File: config.mk
export PLATFORM = sky130hd
export DESIGN_NAME = prime_check_scheduler
export DESIGN_NICKNAME = d
export VERILOG_FILES = /design/src/rtl/prime_sched_pkg.sv /design/src/rtl/prime_trial_core.sv /design/src/rtl/prime_check_scheduler.sv
export SDC_FILE = /design/constraint.sdc
export NUM_CORES = 1
export LEC_CHECK = 0
export BUFFER_PORTS_ARGS = -buffer_cell sky130_fd_sc_hd__buf_2
export CAP_MARGIN = 20
export CORE_MARGIN = 10
export CORE_UTILIZATION = 63
export DETAILED_ROUTE_END_ITERATION = 8
export HOLD_SLACK_MARGIN = 0.06
export PLACE_DENSITY = 0.88
export SLEW_MARGIN = 0
export SYNTH_ARGS = -nofsm -noshare
export SYNTH_HDL_FRONTEND = slang
export SYNTH_SLANG_ARGS = --single-unit
File: constraint.sdc
create_clock -name clk -period 31.5 [get_ports clk]
set_input_delay 4.725 -clock clk [delete_from_list [all_inputs] [get_ports clk]]
set_output_delay 4.725 -clock clk [all_outputs]
set_load 0.02 [all_outputs]
File: src/rtl/prime_sched_pkg.sv
// rtl/prime_sched_pkg.sv - shared types, defaults and width helpers for the prime check scheduler
package prime_sched_pkg;

    typedef enum logic [1:0] {
        ST_IDLE  = 2'd0,
        ST_CHECK = 2'd1,
        ST_RESP  = 2'd2
    } sched_state_e;

    localparam int DATA_W_DEF = 11;

    function automatic int id_width(input int n_req);
        return (n_req <= 2) ? 1 : $clog2(n_req);
    endfunction

    // Divisor never exceeds floor(sqrt(n))+1, which fits in ceil(w/2)+1 bits
    function automatic int div_width(input int data_w);
        return (data_w + 1) / 2 + 1;
    endfunction

    localparam int DIV_W_DEF = div_width(DATA_W_DEF);

endpackage

File: src/rtl/prime_trial_core.sv
// rtl/prime_trial_core.sv - iterative trial-division checker, one divisor per cycle
module prime_trial_core
    import prime_sched_pkg::*;
#(
    parameter int DATA_W = DATA_W_DEF
) (
    input  logic              clk,
    input  logic              rst,
    input  logic              start,
    input  logic [DATA_W-1:0] n,
    output logic              done,
    output logic              is_prime
);

    localparam int DW = div_width(DATA_W);
    localparam int PW = 2 * DW;

    logic [DW-1:0] d_q, d_d;
    logic          active_q, active_d;
    logic [PW-1:0] n_ext, d_ext, d_sq, n_rem;
    logic          lt_two, sq_gt, divides;

    // Square and remainder at double divisor width so d*d cannot wrap
    always_comb begin
        n_ext   = PW'(n);
        d_ext   = PW'(d_q);
        d_sq    = d_ext * d_ext;
        n_rem   = n_ext % d_ext;
        lt_two  = (n_ext < PW'(2));
        sq_gt   = (d_sq > n_ext);
        divides = (n_rem == '0);
    end

    assign done     = active_q & (lt_two | sq_gt | divides);
    assign is_prime = ~lt_two & sq_gt;

    always_comb begin
        d_d      = d_q;
        active_d = active_q;
        if (start) begin
            d_d      = DW'(2);
            active_d = 1'b1;
        end else if (active_q) begin
            if (done) begin
                active_d = 1'b0;
            end else begin
                d_d = d_q + DW'(1);
            end
        end
    end

    always_ff @(posedge clk) begin
        if (rst) begin
            d_q      <= DW'(2);
            active_q <= 1'b0;
        end else begin
            d_q      <= d_d;
            active_q <= active_d;
        end
    end

endmodule

File: src/rtl/prime_check_scheduler.sv
// rtl/prime_check_scheduler.sv - round-robin front end sharing one prime checker; PRIME_STATS_EN adds prime_count
module prime_check_scheduler
    import prime_sched_pkg::*;
#(
    parameter int  DATA_W = DATA_W_DEF,
    parameter int  N_REQ  = 2,
    localparam int ID_W   = id_width(N_REQ)
) (
    input  logic                    clk,
    input  logic                    rst,
    input  logic [N_REQ-1:0]        req_valid,
    input  logic [N_REQ*DATA_W-1:0] req_num,
    output logic [N_REQ-1:0]        req_ready,
    output logic                    rsp_valid,
    input  logic                    rsp_ready,
    output logic [ID_W-1:0]         rsp_id,
    output logic [DATA_W-1:0]       rsp_num,
    output logic                    rsp_prime,
    output logic                    busy,
    output logic [DATA_W-1:0]       prime_count
);

    sched_state_e      state_q, state_d;
    logic [ID_W-1:0]   rr_ptr_q, rr_ptr_d;
    logic [DATA_W-1:0] num_q, num_d;
    logic [ID_W-1:0]   id_q, id_d;
    logic              rsp_valid_q, rsp_valid_d;
    logic [ID_W-1:0]   rsp_id_q, rsp_id_d;
    logic [DATA_W-1:0] rsp_num_q, rsp_num_d;
    logic              rsp_prime_q, rsp_prime_d;
    logic              busy_q, busy_d;

    logic              hi_found, lo_found, grant_found;
    logic [ID_W-1:0]   hi_id, lo_id, grant_id;
    logic [DATA_W-1:0] grant_num;
    logic              handshake;
    logic              core_start, core_done, core_prime;

    // First valid at or above rr_ptr wins; otherwise wrap to the lowest valid
    always_comb begin
        hi_found = 1'b0;
        hi_id    = '0;
        lo_found = 1'b0;
        lo_id    = '0;
        for (int i = N_REQ - 1; i >= 0; i--) begin
            if (req_valid[i]) begin
                lo_found = 1'b1;
                lo_id    = ID_W'(i);
                if (ID_W'(i) >= rr_ptr_q) begin
                    hi_found = 1'b1;
                    hi_id    = ID_W'(i);
                end
            end
        end
        grant_found = hi_found | lo_found;
        grant_id    = hi_found ? hi_id : lo_id;
    end

    always_comb begin
        req_ready = '0;
        grant_num = '0;
        for (int i = 0; i < N_REQ; i++) begin
            if (grant_id == ID_W'(i)) begin
                grant_num    = req_num[i*DATA_W +: DATA_W];
                req_ready[i] = (state_q == ST_IDLE) & ~rst & grant_found;
            end
        end
    end

    assign handshake = |(req_valid & req_ready);

    prime_trial_core #(
        .DATA_W(DATA_W)
    ) u_core (
        .clk     (clk),
        .rst     (rst),
        .start   (core_start),
        .n       (num_q),
        .done    (core_done),
        .is_prime(core_prime)
    );

    always_comb begin
        state_d     = state_q;
        rr_ptr_d    = rr_ptr_q;
        num_d       = num_q;
        id_d        = id_q;
        rsp_valid_d = rsp_valid_q;
        rsp_id_d    = rsp_id_q;
        rsp_num_d   = rsp_num_q;
        rsp_prime_d = rsp_prime_q;
        core_start  = 1'b0;
        case (state_q)
            ST_IDLE: begin
                if (handshake) begin
                    num_d      = grant_num;
                    id_d       = grant_id;
                    rr_ptr_d   = (grant_id == ID_W'(N_REQ - 1)) ? '0 : grant_id + ID_W'(1);
                    core_start = 1'b1;
                    state_d    = ST_CHECK;
                end
            end
            ST_CHECK: begin
                if (core_done) begin
                    rsp_num_d   = num_q;
                    rsp_id_d    = id_q;
                    rsp_prime_d = core_prime;
                    rsp_valid_d = 1'b1;
                    state_d     = ST_RESP;
                end
            end
            ST_RESP: begin
                if (rsp_ready) begin
                    rsp_valid_d = 1'b0;
                    state_d     = ST_IDLE;
                end
            end
            default: state_d = ST_IDLE;
        endcase
        busy_d = (state_d != ST_IDLE);
    end

    always_ff @(posedge clk) begin
        if (rst) begin
            state_q     <= ST_IDLE;
            rr_ptr_q    <= '0;
            num_q       <= '0;
            id_q        <= '0;
            rsp_valid_q <= 1'b0;
            rsp_id_q    <= '0;
            rsp_num_q   <= '0;
            rsp_prime_q <= 1'b0;
            busy_q      <= 1'b0;
        end else begin
            state_q     <= state_d;
            rr_ptr_q    <= rr_ptr_d;
            num_q       <= num_d;
            id_q        <= id_d;
            rsp_valid_q <= rsp_valid_d;
            rsp_id_q    <= rsp_id_d;
            rsp_num_q   <= rsp_num_d;
            rsp_prime_q <= rsp_prime_d;
            busy_q      <= busy_d;
        end
    end

    assign rsp_valid = rsp_valid_q;
    assign rsp_id    = rsp_id_q;
    assign rsp_num   = rsp_num_q;
    assign rsp_prime = rsp_prime_q;
    assign busy      = busy_q;

`ifdef PRIME_STATS_EN
    logic [DATA_W-1:0] count_q;

    always_ff @(posedge clk) begin
        if (rst) begin
            count_q <= '0;
        end else if (rsp_valid_q && rsp_ready && rsp_prime_q && (count_q != '1)) begin
            count_q <= count_q + DATA_W'(1);
        end
    end

    assign prime_count = count_q;
`else
    assign prime_count = '0;
`endif

endmodule

==> results of run 1 <==
[per-layer routing]
layer / vias up / share of wire, % / GRT usage, %
met5: - / 0 / 0
met4: 0 / 2.7 / 8.07
met3: 52 / 9.1 / 3.71
met2: 459 / 45 / 40.5
met1: 4007 / 44 / 33.4
li1: 4098 / - / -
[cells in the final DEF (no fill, tap or decap), types with 18 or more instances in the layout]
| master | count |
|---|---|
| mux2i_1 | 28 |
| nand2_1 | 97 |
| dfxtp_1 | 38 |
| a21o_1 | 26 |
| a211oi_1 | 31 |
| inv_1 | 63 |
| nor2_1 | 109 |
| nor3_1 | 40 |
| o31ai_1 | 18 |
| o21ai_0 | 34 |
| xnor2_1 | 29 |
| o21a_1 | 35 |
| mux2_2 | 19 |
| buf_2 | 43 |
| a21oi_1 | 69 |
| nand3_1 | 23 |
| ha_1 | 114 |
[worst max-delay path: cells and delay by family (launching register included)]
family / cells / cell delay, ps
flip-flops: 1 / 440
adder cells (fa/ha/maj): 13 / 4190
AO/OA/AOI/OAI: 57 / 13680
AND/OR/NAND/NOR: 36 / 8270
multiplexers: 6 / 2070
[sequential cells by signal, indices dropped and copies added, names as in the netlist]
signal	cells
busy	1
id_q	1
num_q	11
rr_ptr_q	1
rsp_id	1
rsp_num	11
rsp_prime	1
rsp_valid	1
state_q	2
u_core.active_q	1
u_core.d_q	7
[worst paths after layout]
check | cells after the start | to | slack [ps] | from
worst min-delay path | 2 | rsp_num[10] | 470 | rsp_num[10]
worst min register to register | 2 | rsp_num[10] | 470 | rsp_num[10]
worst max register to register | 112 | rsp_id | 2710 | u_core.d_q[6]
worst max-delay path | 112 | rsp_id | 2710 | u_core.d_q[6]
[layout make-up]
class / count / share of cell area [%]
clock buffers: 5 / 1.43
clock inverters: 3 / 0.457
inverters: 66 / 2.83
multi-input cells: 955 / 81.2
flip-flops and latches: 38 / 8.68
well taps: 172 / 2.45
repair buffers: 49 / 2.97
[kinds of logic after synthesis]
logic type,count (synthesis),synth area share [%]
and+or+nand+nor,388,23.4
AOI/OAI and AO/OA,330,29.5
adders and majority gates,130,21.0
buffers and inverters,112,6.02
muxes,48,6.11
xor gates and xnor gates,46,4.83
DFF,38,9.13
other,1,0.0450
[per-stage QoR]
step	cell area (sq um)	utilization, %	std cells	worst slack, ps	hold slack, ps
global placement	8600	67.3	1280	4550	436
CTS	8770	68.6	1288	3190	464
detailed placement	8600	67.3	1280	3270	449
floorplan	8380	-	1105	6310	426
global route	8770	68.6	1288	201	471
finish	8770	68.6	1288	2710	467
==> reports/metrics.csv, run 1 <==
metric;value;unit
die boundary width;135;microns
largest net degree at the start of global routing;29;
slowest cell delay on critical path;460;ps
most used cell, CP;a21oi_1;
Final Max Tran Viols;0;
Avg Inst Size Synth;7.63;sq um
drt pass-1 iters;8;
Mapped Cells;1093;
period utilization;91.4;%
total of max-cap violations;0;
clk_lat worst skew;280;ps
CP Class;flop to flop;
final setup TNS;0;ps
Critical Path RT;31710;ps
DRC;0;
achievable frequency;34.7;MHz
GRT Util Overall;25.1;%
via/cell ratio;6.69;
Area contributors post-synth;ha_1 17%, dfxtp_1 9.1%, nor2_1 4.9%, nand2_1 4.4%, a21oi_1 4.1%;
full die area;18200;sq um
vias in the first global route;8054;
Hold Crit Class;flop to flop;
Syn Std Cell Area;8340;sq um
starting density of the core;65.3;%
CP Max Fanout;16;
post-synth top area share;17.1;%
EDFF count, synth;0;
post-synth top area cell;ha_1;
critical path's slowest cell;o21a_1;
status;finished, final reports clean;
dpl hpwl;18.5;mm
Fin. Hold Viols;0;
Yosys cell types;104;
remaining antenna violation count;0;
number of post-CTS setup repair buffers;0;
Final min period;28790;ps
share of layout cells above drive strength 1;11.2;%
number of synthesized register bits;38;
Multi-input gate area;7120;sq um
CTS tree;done;
std cell rows;41;
setup violators final;0;
CP endpoint kind;flop;
sequential fraction of the synthesis area;9.13;%
Post-CTS Resized;0;
register area;761;sq um
CTS Hold Bufs;0;
drt total wl;23.8;mm
Starting DRT DRC Count;1100;
number of top-level pins;55;
Commonest cells post-synth;114 x ha_1, 109 x nor2_1, 97 x nand2_1, 69 x a21oi_1, 63 x inv_1;
Die H;135;microns
Wirelength per Cell;18.5;microns
routed via count;8616;
ys flop type;dfxtp_1;
Final Skew;2.59;ps
H-tree Lvls;2;
Clock Tree Buf Depth;2;
global route overflow;0;
unrepaired setup endpoints after global routing;false;
Syn. warnings;0;
clock root cell;clkbuf_16;
top-count cell post-synth;ha_1;
synthesis-to-layout area growth;5.18;%
clk slew on worst S/H paths;60;ps
CTS Buf Count;5;
core area;12800;sq um
Placer Congestion;0.984;
arrival time worst endpoint;29000;ps
Worst slew margin;37.5;%
NumNets Final;1272;
antenna violations before repair;0;
startpoint types;flop;
Ant. Diodes;0;
port buffer count;43;
async set or reset register ratio after synthesis;0;%
CTS Sinks;38;
fill count;1032;
actual slew at the worst max-slew pin;937;ps
first-pass GRT wire length;38.9;mm
Power of run 1 is left out: the tool's default activity adds up to more than one toggle a clock period on the data nets, which glitch-free logic cannot reach.
==> run 2, diff against run 1 <==
--- a/config.mk
+++ b/config.mk
@@ -12,6 +12,7 @@
 export DETAILED_ROUTE_END_ITERATION = 8
 export HOLD_SLACK_MARGIN = 0.06
 export PLACE_DENSITY = 0.88
+export RECOVER_POWER = 25
 export SLEW_MARGIN = 0
 export SYNTH_ARGS = -nofsm -noshare
 export SYNTH_HDL_FRONTEND = slang
==> constraint.sdc (replaced) <==
create_clock -name clk -period 31.5 [get_ports clk]
set_input_delay 1.575 -clock clk [delete_from_list [all_inputs] [get_ports clk]]
set_output_delay 1.575 -clock clk [all_outputs]
set_load 0.02 [all_outputs]
==> reports/metrics.csv, run 2 (synthesis results as in run 1) <==
metric;value;unit
Clock Tree Buf Depth;2;
unrepaired setup endpoints after global routing;false;
synthesis-to-layout area growth;4.98;%
Hold Crit Class;flop to flop;
Fin. Hold Viols;0;
std cell rows;41;
antenna violations before repair;0;
Starting DRT DRC Count;1069;
Final Skew;2.17;ps
most used cell, CP;a21oi_1;
Worst R2R End;rsp_id;
setup violators final;0;
largest net degree at the start of global routing;29;
drt total wl;23.8;mm
final setup TNS;0;ps
placed insts;1280;
Hold Path Stages;2;
startpoint types;flop;
CP Max Fanout;16;
total of max-cap violations;0;
Post-CTS Resized;0;
first-pass GRT wire length;38.9;mm
port buffer count;43;
CP Buf/Inv Count;0;
period utilization;91.5;%
dpl hpwl;18.5;mm
Ant. Diodes;0;
top sig layer;met4;
drt pass-1 iters;8;
routed wl met2;10.7;mm
routed via count;8605;
status;finished, final reports clean;
Final min period;28830;ps
Die H;135;microns
number of post-CTS setup repair buffers;0;
share of layout cells above drive strength 1;10.0;%
Critical R2R Launch;u_core.d_q[6];
Placed Area;8600;sq um
Placer Congestion;0.984;
NumNets Final;1272;
clk slew on worst S/H paths;60;ps
Worst path top cell family by delay;compound AO/OA/AOI/OAI gates;
H-tree Lvls;2;
slowest cell delay on critical path;460;ps
global route overflow;0;
vias in the first global route;8054;
Critical Path RT;31710;ps
CP endpoint kind;flop;
Met3 Wirelength;2.12;mm
Worst slew margin;39.2;%
Metal-1 WL;10.4;mm
die boundary width;135;microns
CP Class;flop to flop;
actual slew at the worst max-slew pin;912;ps
CTS tree;done;
final std cells w/o fill;1288;
R2R Setup Slk;2670;ps
Hold Crit Endpoint;rsp_num[10];
critical path's slowest cell;o21a_1;
clock root cell;clkbuf_16;
core area;12800;sq um
CTS Hold Bufs;0;
CP startpoint;u_core.d_q[6];
DRC;0;
Final Max Tran Viols;0;
clk_lat worst skew;280;ps
achievable frequency;34.7;MHz
Wirelength per Cell;18.5;microns
via/cell ratio;6.68;
CTS Sinks;38;
HP Start;rsp_num[10];
most frequent cells in the layout;114 x ha_1, 109 x nor2_1, 97 x nand2_1;
reg2reg path depth;112;
GRT Util Overall;25.1;%
number of top-level pins;55;
starting density of the core;65.3;%
CTS Buf Count;5;
remaining antenna violation count;0;
arrival time worst endpoint;29040;ps
most common cell after layout, fill and taps aside;ha_1;
fin area;8750;sq um
full die area;18200;sq um
run 2: changes by cell type in the layout (fill, tap and decap cells not counted), sizes merged:
| cell | change |
|---|---|
| clkbuf | +13 |
| buf | -13 |
run 2: layout make-up:
class                           count  area, sq um
Clock buffer                        5          125
Clock inverter                      3         40.0
Fill cell                        1043         4020
Inverter                           66          248
Multi-Input combinational cell    955         7120
Sequential cell                    38          761
Tap cell                          172          215
Timing Repair Buffer               49          244
run 2: how the worst max path moves through the flow:
stage / slack, ps / endpoint / cells after the start
6_report: 2670 / rsp_id / 112
5_1_grt: 200 / u_core.d_q[6] / 113
4_1_cts: 3190 / rsp_id / 112
3_5_place_dp: 3270 / rsp_id / 112
3_3_place_gp: 4550 / rsp_num[0] / 111
2_1_floorplan: 6310 / rsp_id / 119
run 2: metal layers:
| layer | up-vias | track usage (%) |
|---|---|---|
| li1 | 4100 | - |
| met1 | 4001 | 33.4 |
| met2 | 455 | 40.5 |
| met3 | 49 | 3.71 |
| met4 | 0 | 8.07 |
| met5 | - | 0 |
run 2: worst reg2reg max path: cells and delay by family, from the launching register on:
| family | cells | cell delay [ps] |
|---|---|---|
| compound gates | 57 | 13730 |
| mux | 6 | 2100 |
| flops | 1 | 440 |
| simple gates | 36 | 8290 |
| fa+ha+maj | 13 | 4200 |
run 2: stage by stage:
step	hold WS [ps]	worst slack [ps]	util, %
6_report	467	2670	68.5
5_1_grt	472	201	68.5
4_1_cts	464	3190	68.6
3_5_place_dp	449	3270	67.3
3_3_place_gp	436	4550	67.3
2_1_floorplan	426	6310	-
Power of run 2 is left out for the same reason.
